File: config.mk
export PLATFORM = sky130hd
export DESIGN_NAME = pwr_rst_seq
export DESIGN_NICKNAME = d
export VERILOG_FILES = /design/src/rtl/pwr_rst_seq.sv
export SDC_FILE = /design/constraint.sdc
export NUM_CORES = 1
export LEC_CHECK = 0
export BUFFER_PORTS_ARGS = -buffer_cell sky130_fd_sc_hd__clkbuf_2
export CORE_ASPECT_RATIO = 1.5
export CORE_UTILIZATION = 50
export CTS_CLUSTER_SIZE = 30
export DETAILED_ROUTE_END_ITERATION = 8
export PLACE_DENSITY = 0.66
export SETUP_SLACK_MARGIN = 0.5
export SYNTH_ARGS = -nofsm -noshare
export SYNTH_HDL_FRONTEND = slang
export SYNTH_SLANG_ARGS = --single-unit
File: constraint.sdc
create_clock -name clk -period 3.4 [get_ports clk]
set_input_delay 0.68 -clock clk [delete_from_list [all_inputs] [get_ports clk]]
set_output_delay 0.68 -clock clk [all_outputs]
set_load 0.005 [all_outputs]
File: src/rtl/pwr_rst_seq.sv
// -----------------------------------------------------------------------------
// pwr_rst_seq
//   Multi-channel power-on reset sequencer. After the clock source reports
//   lock, reset channel i is released BASE + i*STEP clock counts later,
//   channel 0 first. Losing lock puts every channel back into reset, and the
//   sequence then starts again from zero.
//
//   Optional feature macro: PWR_RST_SOFT_EN
//     When defined, the module has a soft_rst_req input. This synchronous,
//     level-sensitive request behaves like loss of lock, and it holds the
//     sequencer in S_WAIT_LOCK for as long as it stays high.
// -----------------------------------------------------------------------------
module pwr_rst_seq #(
    parameter int unsigned             MAIN_CLOCK_PERIOD    = 7,
    parameter int unsigned             CHANNEL_NUM          = 4,
    parameter int unsigned             PWR_RST_DELAY        = 100000000,
    parameter int unsigned             PWR_RST_STEP         = 1000000,
    parameter logic [CHANNEL_NUM-1:0]  PWR_RST_ACTIVE_LEVEL = '0
) (
    input  logic                   clk,
    input  logic                   rst_n,
    input  logic                   locked,
`ifdef PWR_RST_SOFT_EN
    input  logic                   soft_rst_req,
`endif
    output logic [CHANNEL_NUM-1:0] rst_out,
    output logic                   done
);

    // Delays converted to clock counts. Division truncates.
    localparam logic [31:0] BASE_CNT = 32'(PWR_RST_DELAY / MAIN_CLOCK_PERIOD);
    localparam logic [31:0] STEP_CNT = 32'(PWR_RST_STEP / MAIN_CLOCK_PERIOD);

    typedef enum logic [1:0] {
        S_WAIT_LOCK = 2'd0,
        S_COUNT     = 2'd1,
        S_DONE      = 2'd2
    } state_t;

    state_t                   state;
    logic [31:0]              count;
    logic                     lock_p0;
    logic                     lock_s;
    logic [CHANNEL_NUM-1:0]   thr_hit;
    logic [CHANNEL_NUM-1:0]   rel_now;
    logic [CHANNEL_NUM-1:0]   rel_next;
    logic                     abort;
    logic                     go;

    // Two-flop synchroniser for the asynchronous lock indication
    always_ff @(posedge clk or negedge rst_n) begin
        if (!rst_n) begin
            lock_p0 <= 1'b0;
            lock_s  <= 1'b0;
        end else begin
            lock_p0 <= locked;
            lock_s  <= lock_p0;
        end
    end

    // Per-channel release threshold compared against the running count
    for (genvar i = 0; i < CHANNEL_NUM; i++) begin : g_thr
        localparam logic [31:0] THR = BASE_CNT + 32'(i) * STEP_CNT;
        assign thr_hit[i] = (count >= THR);
    end

    // A bit that differs from its active level is a channel already released.
    // Released channels stay released while the sequence is running.
    assign rel_now  = rst_out ^ PWR_RST_ACTIVE_LEVEL;
    assign rel_next = rel_now | thr_hit;

`ifdef PWR_RST_SOFT_EN
    assign abort = ~lock_s | soft_rst_req;
    assign go    = lock_s & ~soft_rst_req;
`else
    assign abort = ~lock_s;
    assign go    = lock_s;
`endif

    // Sequencer FSM with registered reset outputs and done flag
    always_ff @(posedge clk or negedge rst_n) begin
        if (!rst_n) begin
            state   <= S_WAIT_LOCK;
            count   <= '0;
            rst_out <= PWR_RST_ACTIVE_LEVEL;
            done    <= 1'b0;
        end else begin
            case (state)
                S_WAIT_LOCK: begin
                    count   <= '0;
                    rst_out <= PWR_RST_ACTIVE_LEVEL;
                    done    <= 1'b0;
                    if (go) begin
                        state <= S_COUNT;
                    end
                end

                S_COUNT: begin
                    if (abort) begin
                        state   <= S_WAIT_LOCK;
                        count   <= '0;
                        rst_out <= PWR_RST_ACTIVE_LEVEL;
                        done    <= 1'b0;
                    end else begin
                        // Saturate instead of wrapping so no channel falls back
                        if (count != '1) begin
                            count <= count + 32'd1;
                        end
                        rst_out <= PWR_RST_ACTIVE_LEVEL ^ rel_next;
                        if (&rel_next) begin
                            state <= S_DONE;
                            done  <= 1'b1;
                        end
                    end
                end

                S_DONE: begin
                    if (abort) begin
                        state   <= S_WAIT_LOCK;
                        count   <= '0;
                        rst_out <= PWR_RST_ACTIVE_LEVEL;
                        done    <= 1'b0;
                    end
                end

                default: begin
                    state   <= S_WAIT_LOCK;
                    count   <= '0;
                    rst_out <= PWR_RST_ACTIVE_LEVEL;
                    done    <= 1'b0;
                end
            endcase
        end
    end

endmodule
== Word level (Yosys, flattened, before mapping) ==
Cells that the tools add are included.
Operators by class
  $add $sub $neg: 1
  order comparisons: 4
  equal/unequal tests: 7
  mux-type cells: 16
  bitwise logic cells: 1
  reductions and logical operators: 5
Operators with widths (number)
  $ge A32 B24 Y1 const B: 4
  $mux W32: 3
  $pmux W32 S2: 1
  $add A32 B1 Y32 const B: 1
  $ne A32 B32 Y1 const B: 1
  $mux W2: 4
  $mux W4: 2
  $pmux W4 S2: 1
  $ne A3 B3 Y1 const B: 2
  $pmux W2 S3: 1
  $ne A2 B2 Y1 const B: 2
  $or A4 B4 Y4: 1
  $reduce_and A2 Y1: 2
  $reduce_and A4 Y1: 1
  $mux W1: 3
  $reduce_and A3 Y1: 1
  $eq A2 B1 Y1 const B: 1
  $eq A2 B2 Y1 const B: 1
  $logic_not A2 Y1: 1
  $pmux W1 S2: 1
Storage, ports and cells
  bits in registers: 41
  bits of input ports: 3
  output and inout port bits: 5
  word-level logic and storage cells: 40

== Longest topological paths before layout ==
Gate-level depths: netlist of run 1.
  depth in word-level cells: 6
  mapped depth: 8
  depth with buffers taken out: 8

== Worst setup path before layout of run 1 ==
No wires, ideal clock.
  path kind: register to register
  start point: register count[1]
  end point: register count[0]
  setup time: 0.125 ns
  arrival time: 2.091 ns
  data required time: 3.275 ns
  path slack: 1.184 ns
  stages on the path, launching flop included: 8
  path buffers: 1
  period minus slack after synthesis: 2.216 ns
  path through: dfrtp_1 ha_1 nand3_2 or4_4 nor4_4 buf_6 nor2_4 mux2_2
On the way
  cells in the longest elaborated chain, start to end: 3
RTL lines
  start: declaration: RTL line 41  | logic [31:0] count;
  start signal: assignment: RTL line 107  | count <= count + 32'd1;
  $ne A32 B32 Y1: RTL line 106  | if (count != '1) begin
  $ne A3 B3 Y1 (no source line)
  $reduce_and A2 Y1 (no source line)
No other way between the ends.
A chain may end at the register's enable or synchronous reset.

== Worst setup path in the final report of run 1 ==
  start point: register count[1]
  end point: register count[9]
On the way
  cells in the longest elaborated chain, start to end: 4
  elaborated cells between the ends (all ways): 7
  classes of those cells: add/sub: 1; eq/ne: 2; mux: 3; reduce/logical: 1
RTL lines
  $add A32 B1 Y32: RTL line 107
  $mux W32: RTL line 106
  $mux W32: RTL line 99  | if (abort) begin
  $pmux W32 S2: RTL line 88  | case (state)
Parallel ways exist; a longest one is shown, timed or not. The select of a mux whose other input is x is not followed.

==> results of run 1 <==
sequential cells by signal (all words and copies together) (netlist names):
register  flops
count        32
done          1
go            1
lock_p0       1
rst_out       4
state         2
Yosys cell counts, drive strengths merged (8+ instances only):
library cell  instances  share of area, %
nor3                 10               2.3
nand3                12               2.7
nand4                 8               1.9
nor4                 22               8.6
dfrtp                41                40
o21ai                10               1.9
buf                  14               3.5
nand2                29               4.3
xnor2                22               7.4
nor2                 34               5.3
layout by cell type, fill, tap and decap left out, types with 3 or more instances in the layout:
master	n
a31oi_1	6
clkbuf_2	7
a22o_1	3
nor4_1	11
buf_4	4
xnor2_1	22
ha_1	4
inv_1	7
a21oi_1	7
dfrtp_1	41
nand2_1	28
and4_1	4
nand4_1	8
nor2_1	32
clkbuf_8	5
nor4_2	9
and3_1	4
nand3_1	10
o21ai_1	4
o21ai_0	6
nor3_1	8
or3_1	3
nand2b_1	3
stage by stage:
step	hold WS, ps	utilization [%]	setup slack (ps)	instance area (µm²)	total power, µW
final	354	55.2	924	2700	827
after global routing	370	55.2	793	2700	857
after CTS	357	55.2	929	2700	837
after detailed placement	340	53.7	959	2620	536
after global placement	336	53.7	1010	2620	535
after floorplan	331	-	1180	2590	517
per-layer routing:
metal  GRT usage [%]  vias up  wire, µm
li1                -     1012         -
met1            32.2      971      2550
met2            39.9       43      2980
met3            3.88       12       210
met4            8.90        0       142
met5               0        -         0
report_power, final:
group | switching [µW] | internal [µW]
clock | 167 | 135
combinational | 23.5 | 7.56
sequential | 3.31 | 490
total | 194 | 633
cell families (layout without fill, tap and decap cells):
| kind of cell | count (synthesis) | count (layout) | synth area share (%) |
|---|---|---|---|
| simple gates | 145 | 145 | 34.3 |
| flops | 41 | 41 | 39.6 |
| compound gates | 40 | 40 | 10.4 |
| buf+inv | 28 | 24 | 5.50 |
| xor+xnor | 22 | 22 | 7.43 |
| fa+ha+maj | 4 | 4 | 1.93 |
| mux | 2 | 2 | 0.820 |
critical path: cells and delay by family, from the launching register on:
kind,cells,cell delay [ps]
adder cells (fa/ha/maj),1,240
AND/OR/NAND/NOR,5,1180
XOR/XNOR,1,190
flip-flops,1,470
buffers and inverters,1,250
layout make-up:
class	count	area share, %
well taps	66	3.06
clock buffers	5	2.55
inverters	7	0.974
repair buffers	11	2.41
multi-input cells	213	52.8
clock inverters	1	0.186
flip-flops and latches	41	38.0
worst paths after layout:
path	from	endpoint	slack, ps	depth (start not counted)
max	count[1]$_DFFE_PN0P_	count[9]$_DFFE_PN0P_	920	8
min	lock_p0$_DFF_PN0_	go$_DFF_PN0_	350	0
max reg2reg	count[1]$_DFFE_PN0P_	count[9]$_DFFE_PN0P_	920	8
min reg2reg	lock_p0$_DFF_PN0_	go$_DFF_PN0_	350	0
max in group asynchronous	rst_n	count[7]$_DFFE_PN0P_	2220	1
min in group asynchronous	rst_n	count[29]$_DFFE_PN0P_	550	1
==> summary.md, run 1 <==
| Metric | Value |
|---|---|
| Least-Margin Pin Slew | 1020 ps |
| Vias in the first global route | 1987 |
| Synth Net Count | 289 |
| Kind of critical path | reg2reg |
| FF+latch area | 1030 µm² |
| Port bufs | 7 |
| Syn Area/Cell | 9.19 µm² |
| Nets@finish | 286 |
| CTS tree | done |
| Iteration-0 DRC Markers | 147 |
| Critical path data required time | 3550 ps |
| Min Tclk post-route | 2480 ps |
| Antenna-violating nets left | 0 |
| Hold-fix buffers, CTS | 0 |
| Synth warn | 0 |
| Leak | 0.00105 µW |
| Peak supply drop | 0.000259 V |
| Max incr delay on CP | 600 ps |
| Initial core utilization | 53.0% |
| Layout cell share with drive strength beyond 1 | 15.5% |
| Largest net degree at the start of global routing | 42 |
| Unique cell type count in the Yosys netlist | 52 |
| Worst hold path class | reg2reg |
| Vias post-DR | 2038 |
| Inserted Clock Buffers | 5 |
| Routed WL per cell | 17.1 µm |
| Ant. Diodes | 0 |
| Fin cells | 344 |
| CP Max Fanout | 14 |
| Die area | 5480 µm² |
| Detailed Route WL | 5880 µm |
| Max Freq | 404 MHz |
| # placed instances | 338 |
| Clock Path Buffers | 2 |
| Setup violations, final | 0 |
| Setup_tns | 0 ps |
| Worst setup SP type | register |
| GR Overflow Total | 0 |
| Fin. max-slew vios | 0 |
| Vias/cell | 5.92 |
| Max-cap violations | 0 |
| RSZ-0062 raised after global routing | false |
| Initial antenna violation count | 0 |
| Post-synthesis instance area | 2590 µm² |
| CTS sink cnt | 41 |
| Final Hold Vio Count | 0 |
| Post-synth EDFFs | 0 |
| Ys async rst share | 100% |
| Layout overhead on the synthesized area | 4.05% |
| Crit path max-delay cell type | or4_4 |
| CP cell instances | ha_1, nand3_2, or4_4, nor4_4, buf_4, nor4_1, xnor2_1, nor2_1 |
| Fillcell total | 459 |
| Chip height | 90.2 µm |
| Layout Skew | 5.78 ps |
| Period utilization | 72.8% |
| Row count | 31 |
| Clock root cell | clkbuf_8 |
| Clock-pin slew on the worst setup and hold paths | 80 ps |
| Synth Register Bits | 41 |
| DP HPWL | 4240 µm |
| CP endpoint kind | register |
| CP arrival | 2620 ps |
| Clock Latency Late Sink | 290 ps |
| Core box area | 4890 µm² |
| Io pins | 8 |
| Slew margin rel. | 32.0% |
| Post-CTS resize count | 0 |
| Post-CTS Setup Inserts | 0 |
| Post-synth top flop | dfrtp_1 |
| Drt drc | 0 |
| Post-Syn Instances | 282 |
| First-pass GRT wire length | 10000 µm |
| GR Util All Layers | 24.6% |
| Die Wd | 60.8 µm |
| Routability-driven placement congestion ratio | 0.923 |
| Status | finished clean |
| Register area share after synthesis | 39.6% |
| H-Tree Depth | 2 |
| TritonRoute pass-1 iters | 4 |
| PwrDens | 307 nW/µm² |
| Area of the multi-input gates | 1420 µm² |
Power figures use the tool's default switching activity.
==> run 2: changes to the inputs <==
==> constraint.sdc (replaced) <==
create_clock -name clk -period 2.5 [get_ports clk]
set_input_delay 0.5 -clock clk [delete_from_list [all_inputs] [get_ports clk]]
set_output_delay 0.5 -clock clk [all_outputs]
set_load 0.005 [all_outputs]
==> run 2 against run 1 <==
Effect of this change: total power rose by 41%; sequential cell count is the same; fmax rose by 15%; clock-buffer cell count up 1; largest cell class unchanged.
==> summary.md, run 2 (synthesis results as in run 1) <==
| Metric | Value |
|---|---|
| First-pass GRT wire length | 10900 µm (was 10000 µm) |
| Max-cap violations | 0 (unchanged) |
| Die area | 5480 µm² (unchanged) |
| Fillcell total | 382 (was 459) |
| Biggest regs | count (32), rst_out (4), state (2) (unchanged) |
| Top reg by flops | count (unchanged) |
| CTS tree | done (unchanged) |
| H-Tree Depth | 2 (unchanged) |
| Initial antenna violation count | 0 (unchanged) |
| Final Hold Vio Count | 0 (unchanged) |
| Setup_tns | 0 ps (unchanged) |
| Kind of critical path | reg2reg (unchanged) |
| Die Wd | 60.8 µm (unchanged) |
| Most common cell after layout, fill and taps aside | buf_4 (was dfrtp_1) |
| Critical path data required time | 2680 ps (was 3550 ps) |
| GR Util All Layers | 26.5% (was 24.6%) |
| TritonRoute pass-1 iters | 4 (unchanged) |
| Chip height | 90.2 µm (unchanged) |
| Fin cells | 397 (was 344) |
| Min Tclk post-route | 2150 ps (was 2480 ps) |
| Final Hold Slack | 161 ps (was 354 ps) |
| Nets@finish | 337 (was 286) |
| CP endpoint kind | register (unchanged) |
| Layout cell share with drive strength beyond 1 | 39.0% (was 15.5%) |
| RSZ-0062 raised after global routing | true (was false) |
| Routability-driven placement congestion ratio | 0.930 (was 0.923) |
| Core box area | 4890 µm² (unchanged) |
| Ant. Diodes | 0 (unchanged) |
| FF+latch area | 1050 µm² (was 1030 µm²) |
| DP HPWL | 4460 µm (was 4240 µm) |
| Worst setup SP type | register (unchanged) |
| # placed instances | 349 (was 338) |
| Vias in the first global route | 2221 (was 1987) |
| Leak | 0.00133 µW (was 0.00105 µW) |
| Vias post-DR | 2402 (was 2038) |
| Least-Margin Pin Slew | 540 ps (was 1020 ps) |
| Status | finished clean (unchanged) |
| Worst Reg-to-Reg Cells | 6 (was 8) |
| Reg2reg start | count[12]$_DFFE_PN0P_ (was count[1]$_DFFE_PN0P_) |
| Largest net degree at the start of global routing | 24 (was 42) |
| Row count | 31 (unchanged) |
| Fin. max-slew vios | 0 (unchanged) |
| Worst hold path class | in2async (was reg2reg) |
| Iteration-0 DRC Markers | 109 (was 147) |
| CP arrival | 2340 ps (was 2620 ps) |
| Area of the multi-input gates | 1650 µm² (was 1420 µm²) |
| Total power draw | 1170 µW (was 827 µW) |
| Hold-fix buffers, CTS | 0 (unchanged) |
| Max Freq | 465 MHz (was 404 MHz) |
| Setup violations, final | 0 (unchanged) |
| Period utilization | 86.1% (was 72.8%) |
| Routed WL per cell | 18.2 µm (was 17.1 µm) |
| Most frequent cells in the layout | buf_4, nor2_1, nand2_1 (was dfrtp_1, nor2_1, nand2_1) |
| Largest register FFs | 32 (unchanged) |
| Slew margin rel. | 63.7% (was 32.0%) |
| Detailed Route WL | 7220 µm (was 5880 µm) |
| Clock-pin slew on the worst setup and hold paths | 80 ps (about the same) |
| Peak supply drop | 0.000308 V (was 0.000259 V) |
| Clock root cell | clkbuf_8 (unchanged) |
| Initial core utilization | 53.0% (unchanged) |
| Io pins | 8 (unchanged) |
| Port bufs | 7 (unchanged) |
| Antenna-violating nets left | 0 (unchanged) |
| CTS sink cnt | 41 (unchanged) |
| GR Overflow Total | 0 (unchanged) |
| Critical path origin | count[12]$_DFFE_PN0P_ (was count[1]$_DFFE_PN0P_) |
| Vias/cell | 6.05 (was 5.92) |
| PwrDens | 348 nW/µm² (was 307 nW/µm²) |
| Layout overhead on the synthesized area | 29.6% (was 4.05%) |
| Clock Path Buffers | 2 (unchanged) |
| Clock Latency Late Sink | 300 ps (was 290 ps) |
| CP Max Fanout | 8 (was 14) |
| Inserted Clock Buffers | 5 (unchanged) |
| Drt drc | 0 (unchanged) |
| Layout Skew | 9.34 ps (was 5.78 ps) |
## run 2: cell count changes in the layout (fill, tap and decap cells not counted), moves of 3 or more
cell and delta:
buf_4 +43, buf_6 +6, dfrtp_1 -16, dfrtp_2 +16
nor4_1 -5, nor4_2 -3, nor4_4 +8
## run 2: final cells by class
cell class | instances | share of cell area, %
multi-input combinational | 214 | 49.0
sequential | 41 | 31.1
timing repair buffer | 61 | 14.0
tap | 66 | 2.46
clock buffer | 6 | 2.16
inverter | 7 | 0.782
clock inverter | 2 | 0.447
## run 2: per-stage QoR
step	setup WS (ps)	instance area, µm²	utilization [%]
final	347	3360	68.7
after global routing	234	3360	68.7
after CTS	365	3030	62.1
after detailed placement	244	2710	55.4
after global placement	271	2710	55.4
after floorplan	500	2600	-
## run 2: worst max-delay path, cell delays in order, from the launching register on
cell,delay (ps)
dfrtp_1,520
nor4bb_2,390
nand4_1,190
o211ai_1,240
a31o_2,200
o211ai_1,140
o311a_1,350
## run 2: path summary, 6_finish.rpt
check	slack (ps)	to
setup / recovery	350	state[0]$_DFFE_PN0P_
hold / removal	160	count[2]$_DFFE_PN0P_
setup reg to reg	350	state[0]$_DFFE_PN0P_
hold reg to reg	350	go$_DFF_PN0_
max in group asynchronous	2040	count[17]$_DFFE_PN0P_
min in group clk	310	lock_p0$_DFF_PN0_
## run 2: what timing repair did
item	CTS	global route
resized for setup	28	31
setup endpoints to repair	36	37
buffers inserted	13	25
gates cloned	2	0
pin swaps	20	17
endpoints found under the hold margin	0	0
## run 2: where the power goes
part / internal (µW) / switching [µW] / total [µW]
clock network: 197 / 240 / 437
logic: 21.0 / 39.7 / 60.7
registers: 666 / 3.77 / 670
## run 2: routing by layer
layer  GRT usage [%]  routed length [µm]  up-vias
li1                -                   -     1114
met4            12.5                 275        0
met5               0                   0        -
met3            4.17                 275       26
met2            42.1                3810       69
met1            34.2                2860     1193
